<file path="config.mk">
export PLATFORM = sky130hd
export DESIGN_NAME = cim_sbox_sequencer
export DESIGN_NICKNAME = d
export VERILOG_FILES = /design/src/rtl/cim_sbox_sequencer.sv
export SDC_FILE = /design/constraint.sdc
export NUM_CORES = 1
export LEC_CHECK = 0
export ABC_AREA = 1
export CAP_MARGIN = 20
export CORE_UTILIZATION = 30
export DETAILED_ROUTE_END_ITERATION = 12
export PLACE_DENSITY = 0.64
export SYNTH_ARGS = -nofsm -noshare
export SYNTH_HDL_FRONTEND = slang
export SYNTH_SLANG_ARGS = --single-unit
</file>
<file path="constraint.sdc">
create_clock -name CLK -period 2.4 [get_ports CLK]
set_input_delay 0.6 -clock CLK [delete_from_list [all_inputs] [get_ports CLK]]
set_output_delay 0.6 -clock CLK [all_outputs]
set_load 0.02 [all_outputs]
</file>
<file path="src/rtl/cim_sbox_sequencer.sv">
`default_nettype none
// +--------------------------------------------------------------------------+
// | Module      : cim_sbox_sequencer                                          |
// | Description : Sequences one AES round slice on a CIM macro: bit-serial    |
// |               AddRoundKey, then a 16-byte S-box lookup. Build option      |
// |               CIM_LAT2_EN selects a two-cycle CIM read latency.           |
// | Revision    : 1.0 - initial release                                       |
// +--------------------------------------------------------------------------+
module cim_sbox_sequencer (
    input  logic         CLK,
    input  logic         RSTn,
    input  logic         start,
    input  logic [127:0] state_in,
    input  logic [127:0] RIO,
    output logic [15:0]  IN,
    output logic         IN_EN,
    output logic [47:0]  DEMUX_ADD,
    output logic [95:0]  RWL_DEC_ADD,
    output logic         RD,
    output logic [127:0] state_out,
    output logic         busy,
    output logic         done
);

`ifdef CIM_LAT2_EN
    localparam int unsigned C_LAT = 2;
`else
    localparam int unsigned C_LAT = 1;
`endif
    localparam logic [2:0]   C_LAST     = 3'(C_LAT - 1);
    localparam logic [127:0] C_LSB_MASK = {16{8'h01}};

    typedef enum logic [2:0] {
        S_IDLE   = 3'd0,
        S_ARK    = 3'd1,
        S_DRAIN  = 3'd2,
        S_LOOKUP = 3'd3,
        S_WAIT   = 3'd4,
        S_DONE   = 3'd5
    } state_t;

    state_t         state_q, state_d;
    logic [2:0]     cnt_q, cnt_d;
    logic [127:0]   data_q;
    logic [127:0]   ark_q;
    logic [127:0]   state_out_q;
    logic [C_LAT-1:0] vld_q;
    logic           w_sample;
    logic [15:0]    w_in;
    logic [47:0]    w_demux;
    logic [95:0]    w_rwl;

    assign w_sample  = vld_q[C_LAT-1];
    assign state_out = state_out_q;

    for (genvar j = 0; j < 16; j++) begin : g_byte
        assign w_in[j]                 = data_q[127-8*j];
        assign w_demux[47-3*j -: 3]    = {1'b0, ark_q[127-8*j -: 2]};
        assign w_rwl[95-6*j -: 6]      = ark_q[125-8*j -: 6];
    end

    always_ff @(posedge CLK) begin
        if (!RSTn) begin
            state_q     <= S_IDLE;
            cnt_q       <= '0;
            vld_q       <= '0;
            data_q      <= '0;
            ark_q       <= '0;
            state_out_q <= '0;
        end else begin
            state_q  <= state_d;
            cnt_q    <= cnt_d;
            vld_q[0] <= IN_EN;
            for (int i = 1; i < C_LAT; i++) vld_q[i] <= vld_q[i-1];

            // A whole-vector shift is safe: only 8 shifts occur, so each
            // byte's MSB never sees a bit borrowed from its neighbour.
            if (state_q == S_IDLE && start) begin
                data_q <= state_in;
                ark_q  <= '0;
            end else begin
                if (state_q == S_ARK)
                    data_q <= data_q << 1;
                if (w_sample)
                    ark_q <= ((ark_q << 1) & ~C_LSB_MASK) | (RIO & C_LSB_MASK);
            end

            if (state_q == S_WAIT && cnt_q == C_LAST)
                state_out_q <= RIO;
        end
    end

    always_comb begin
        state_d     = state_q;
        cnt_d       = cnt_q;
        IN          = '0;
        IN_EN       = 1'b0;
        DEMUX_ADD   = '0;
        RWL_DEC_ADD = '0;
        RD          = 1'b0;
        busy        = 1'b1;
        done        = 1'b0;
        case (state_q)
            S_IDLE: begin
                busy = 1'b0;
                if (start) begin
                    state_d = S_ARK;
                    cnt_d   = '0;
                end
            end
            S_ARK: begin
                IN    = w_in;
                IN_EN = 1'b1;
                cnt_d = cnt_q + 3'd1;
                if (cnt_q == 3'd7) begin
                    state_d = S_DRAIN;
                    cnt_d   = '0;
                end
            end
            S_DRAIN: begin
                cnt_d = cnt_q + 3'd1;
                if (cnt_q == C_LAST) begin
                    state_d = S_LOOKUP;
                    cnt_d   = '0;
                end
            end
            S_LOOKUP: begin
                DEMUX_ADD   = w_demux;
                RWL_DEC_ADD = w_rwl;
                RD          = 1'b1;
                state_d     = S_WAIT;
                cnt_d       = '0;
            end
            S_WAIT: begin
                cnt_d = cnt_q + 3'd1;
                if (cnt_q == C_LAST) begin
                    state_d = S_DONE;
                    cnt_d   = '0;
                end
            end
            S_DONE: begin
                done    = 1'b1;
                state_d = S_IDLE;
            end
            default: begin
                busy    = 1'b0;
                state_d = S_IDLE;
            end
        endcase
    end

endmodule
`default_nettype wire

</file>
==> insert_results.sql <==
INSERT INTO impl_metrics (metric_group, metric, value, unit) VALUES
('status', 'outcome', 'finished, violations left', ''),
('status', 'violations_in_the_final_reports', 'negative setup slack', ''),
('global_routing', 'grt_antenna_before_repair', '7', ''),
('routing', 'route.detailed.drc', '0', ''),
('timing', 'timing.fmax', '394.7', 'MHz'),
('placement', 'port-buffer-count', '534', ''),
('clock_network', 'tritoncts', 'done', ''),
('floorplan', 'y_dimension_of_the_die', '231.5', 'um'),
('setup_path', 'critPathCaptureType', 'primary output', ''),
('synthesis', 'post_synth_inst_count', '2211', ''),
('clock_network', 'clk_root_buffer_cell', 'clkbuf_16', ''),
('synthesis', 'synth.distinct_cells', '28', ''),
('global_routing', 'first_global_vias', '14740', ''),
('min_path', 'worstHoldPathType', 'primary input to register', ''),
('layout', 'final_core_utilization', '0.4727', ''),
('global_routing', 'grt.total_usage', '0.1925', ''),
('clock_network', 'clk_path_buf_depth', '3', ''),
('pwr', 'irDropWorstVdd', '0.0004796', 'V'),
('timing', 'final.setup.worst_slack', '-0.1334', 'ns'),
('layout', 'num-fill-cells', '4963', ''),
('clock_network', 'cts_num_sinks', '391', ''),
('timing', 'grt_setup_unrepaired', 'yes', ''),
('setup_path', 'worst_ep_arrival_time', '1.93', 'ns'),
('floorplan', 'initial_core_utilization', '0.3056', ''),
('floorplan', 'design.core.area', '51720', 'um2'),
('timing', 'timing_max_transition_violations_final', '0', ''),
('clock_network', 'numCtsBuffers', '44', ''),
('timing', 'finalHoldViolCount', '0', ''),
('layout', 'layout-drive-gt1-share', '0.1591', ''),
('setup_path', 'worstSetupPathType', 'register to primary output', ''),
('placement', 'place_hpwl', '37790', 'um'),
('placement', 'pre_cts_ws', '-0.1111', 'ns'),
('layout', 'seq_area', '7836', 'um2'),
('synthesis', 'synth-seq-cells', '391', ''),
('routing', 'detail_route.first_pass.iterations', '5', ''),
('global_routing', 'grt_start_max_net_pins', '131', ''),
('layout', 'multi_input_combinational_cell_area', '7148', 'um2'),
('routing', 'detail_route.wl_per_cell', '15.95', 'um'),
('floorplan', 'die_area', '53600', 'um2'),
('synthesis', 'cell_area_after_synthesis', '15800', 'um2'),
('synthesis', 'syn_area_per_cell', '7.147', 'um2'),
('timing', 'timing.final.setup_violations', '86', ''),
('clock_network', 'cts_hold_repair.buffers', '0', ''),
('timing', 'finalSetupTns', '-4.845', 'ns'),
('routing', 'final_antenna_net_count', '0', ''),
('routing', 'drtIter0Drc', '1014', ''),
('timing', 'min_cycle_time_layout', '2.533', 'ns'),
('global_routing', 'grt_pass1_wl', '81490', 'um'),
('pwr', 'p_leak', '9.430', 'nW'),
('floorplan', 'core.rowCount', '83', ''),
('layout', 'instances_no_fill', '3434', ''),
('floorplan', 'die_w', '231.5', 'um'),
('global_routing', 'grt_overflow', '0', ''),
('clock_network', 'htreeDepth', '2', ''),
('setup_path', 'required_worst_endpoint', '1.80', 'ns'),
('pwr', 'power-per-cell-area', '933.0', 'nW/um2'),
('timing', 'relSlewSlack', '0.4721', ''),
('clock_network', 'clock_insertion_delay_worst_skew', '0.58', 'ns'),
('placement', 'numPlacedInstances', '3317', ''),
('timing', 'timing_worst_slew_pin_value', '0.7918', 'ns'),
('synthesis', 'synth_sequential_area_ratio', '0.4953', ''),
('setup_path', 'timing.critical_path.from_type', 'register', ''),
('synthesis', 'yosysWarningCount', '0', ''),
('layout', 'area_growth', '54.69', '%'),
('routing', 'detail_route.vias_per_cell', '4.659', ''),
('floorplan', 'floorplan.io_pins', '551', ''),
('timing', 'fin_skew', '0.01678', 'ns'),
('synthesis', 'synth.area.top_cells', 'dfxtp_1 (50%), nor2_1 (17%), a21oi_1 (5.4%), nand2_1 (4.8%), o21ai_0 (4.8%)', ''),
('routing', 'totalWireLength', '54760', 'um'),
('timing', 'fin_crit_sh', '1.056', ''),
('clock_network', 'path_clk_slew', '0.06', 'ns'),
('placement', 'finalWeightedCongestion', '0.8963', ''),
('routing', 'dr_total_vias', '16000', ''),
('synthesis', 'netlist.top_cell.by_area', 'dfxtp_1', ''),
('layout', 'nNetsFinal', '2973', ''),
('setup_path', 'critPathMaxFanout', '12', ''),
('flow_run', 'drv_cap', '0', ''),
('synthesis', 'yosysTopAreaCellShare', '0.4953', '');
registers in the layout (all words and copies together) (netlist names):
register / flops
ark_q: 128
cnt_q: 3
data_q: 128
state_out: 128
state_q: 3
vld_q: 1
final timing paths:
check | from | end | slack [ns] | cells after the start
worst max-delay path | state_q[0] | RWL_DEC_ADD[24] | -0.13 | 8
worst min-delay path | RSTn | data_q[112] | 0.44 | 3
worst max register to register | state_q[2] | data_q[64] | 0.45 | 9
worst min register to register | data_q[0] | data_q[0] | 0.46 | 2
layout by cell type, fill, tap and decap left out, types with 4 or more instances in the layout:
cell / count
clkbuf_1: 6
nand3_1: 5
a31oi_1: 92
nand2_1: 203
clkinv_2: 10
dfxtp_1: 388
diode_2: 8
o21ai_1: 138
buf_6: 92
buf_2: 4
o21ai_0: 152
buf_12: 22
buf_4: 108
clkbuf_16: 46
nor2_2: 33
conb_1: 16
nor2_4: 74
nor2_1: 597
buf_16: 5
clkbuf_8: 9
inv_1: 153
clkdlybuf4s50_1: 385
bufinv_16: 7
a21oi_1: 169
layout make-up:
type,instances,share of cell area
antenna,8,0.0008190
clock buffer,59,0.05103
clock inverter,22,0.01315
inverter,159,0.02493
multi-input combinational,1492,0.2924
sequential,391,0.3206
tap,680,0.03481
timing repair buffer,621,0.2610
timing repair inverter,2,0.001280
power by group:
group	switching [W]	internal (W)	leakage, nW	total, W
combinational	0.00442	0.00295	5.47	0.00737
sequential	0.000575	0.00758	3.18	0.00816
clock	0.00285	0.00443	0.778	0.00728
synth_stat cells:
cell type and count:
nor2_1 700, dfxtp_1 391, nand2_1 204, a21oi_1 169
inv_1 155, o21ai_0 152, o21ai_1 138, a31oi_1 92
buf_2 81, clkbuf_1 69, buf_4 33, nand3_1 5
ha_1 3, inv_2 3, nor2_2 2, nor2_4 2
buf_1 1, buf_6 1, conb_1 1, inv_4 1
nand2_2 1, nand2_4 1, nand3_4 1, nand3b_1 1
nor3_1 1, nor3_2 1, nor3_4 1, o21a_1 1
metrics by stage:
step | power (W) | hold slack [ns] | area (um2)
global placement | 0.01460 | 0.4524 | 21840
finish | 0.02281 | 0.4373 | 24440
global route | 0.02408 | 0.4449 | 24440
floorplan | 0.01234 | 0.4389 | 15860
CTS | 0.02258 | 0.3994 | 23770
detailed placement | 0.01473 | 0.4577 | 21840
routing by layer:
metal  vias up  GRT usage  routed length [um]
met2       481     0.3169               26710
met3       101    0.03925                3251
met5         -          0                   0
met4         0    0.08837                1836
li1       8057          -                   -
met1      7360     0.2405               22960
critical path: stages, from the launching register on:
cell	delay, ns
dfxtp_4	0.34
inv_2	0.04
nor3_4	0.19
buf_6	0.14
buf_12	0.13
inv_16	0.06
buf_12	0.16
nor2_2	0.11
buf_4	0.16
cells by family (layout without fill, tap and decap cells):
family	count (synthesis)	count (layout)	synth area share
AND/OR/NAND/NOR	920	921	0.2232
AO/OA/AOI/OAI	552	552	0.1823
flip-flops	391	391	0.4953
buffers and inverters	344	863	0.09660
adder cells (fa/ha/maj)	3	3	0.002376
other	1	24	0.0002373
what timing repair did:
item,CTS,global route
pin swaps,3,3
resized for setup,882,157
gates cloned,7,3
setup endpoints to repair,148,142
buffers inserted,10,8
Power figures use the tool's default switching activity.
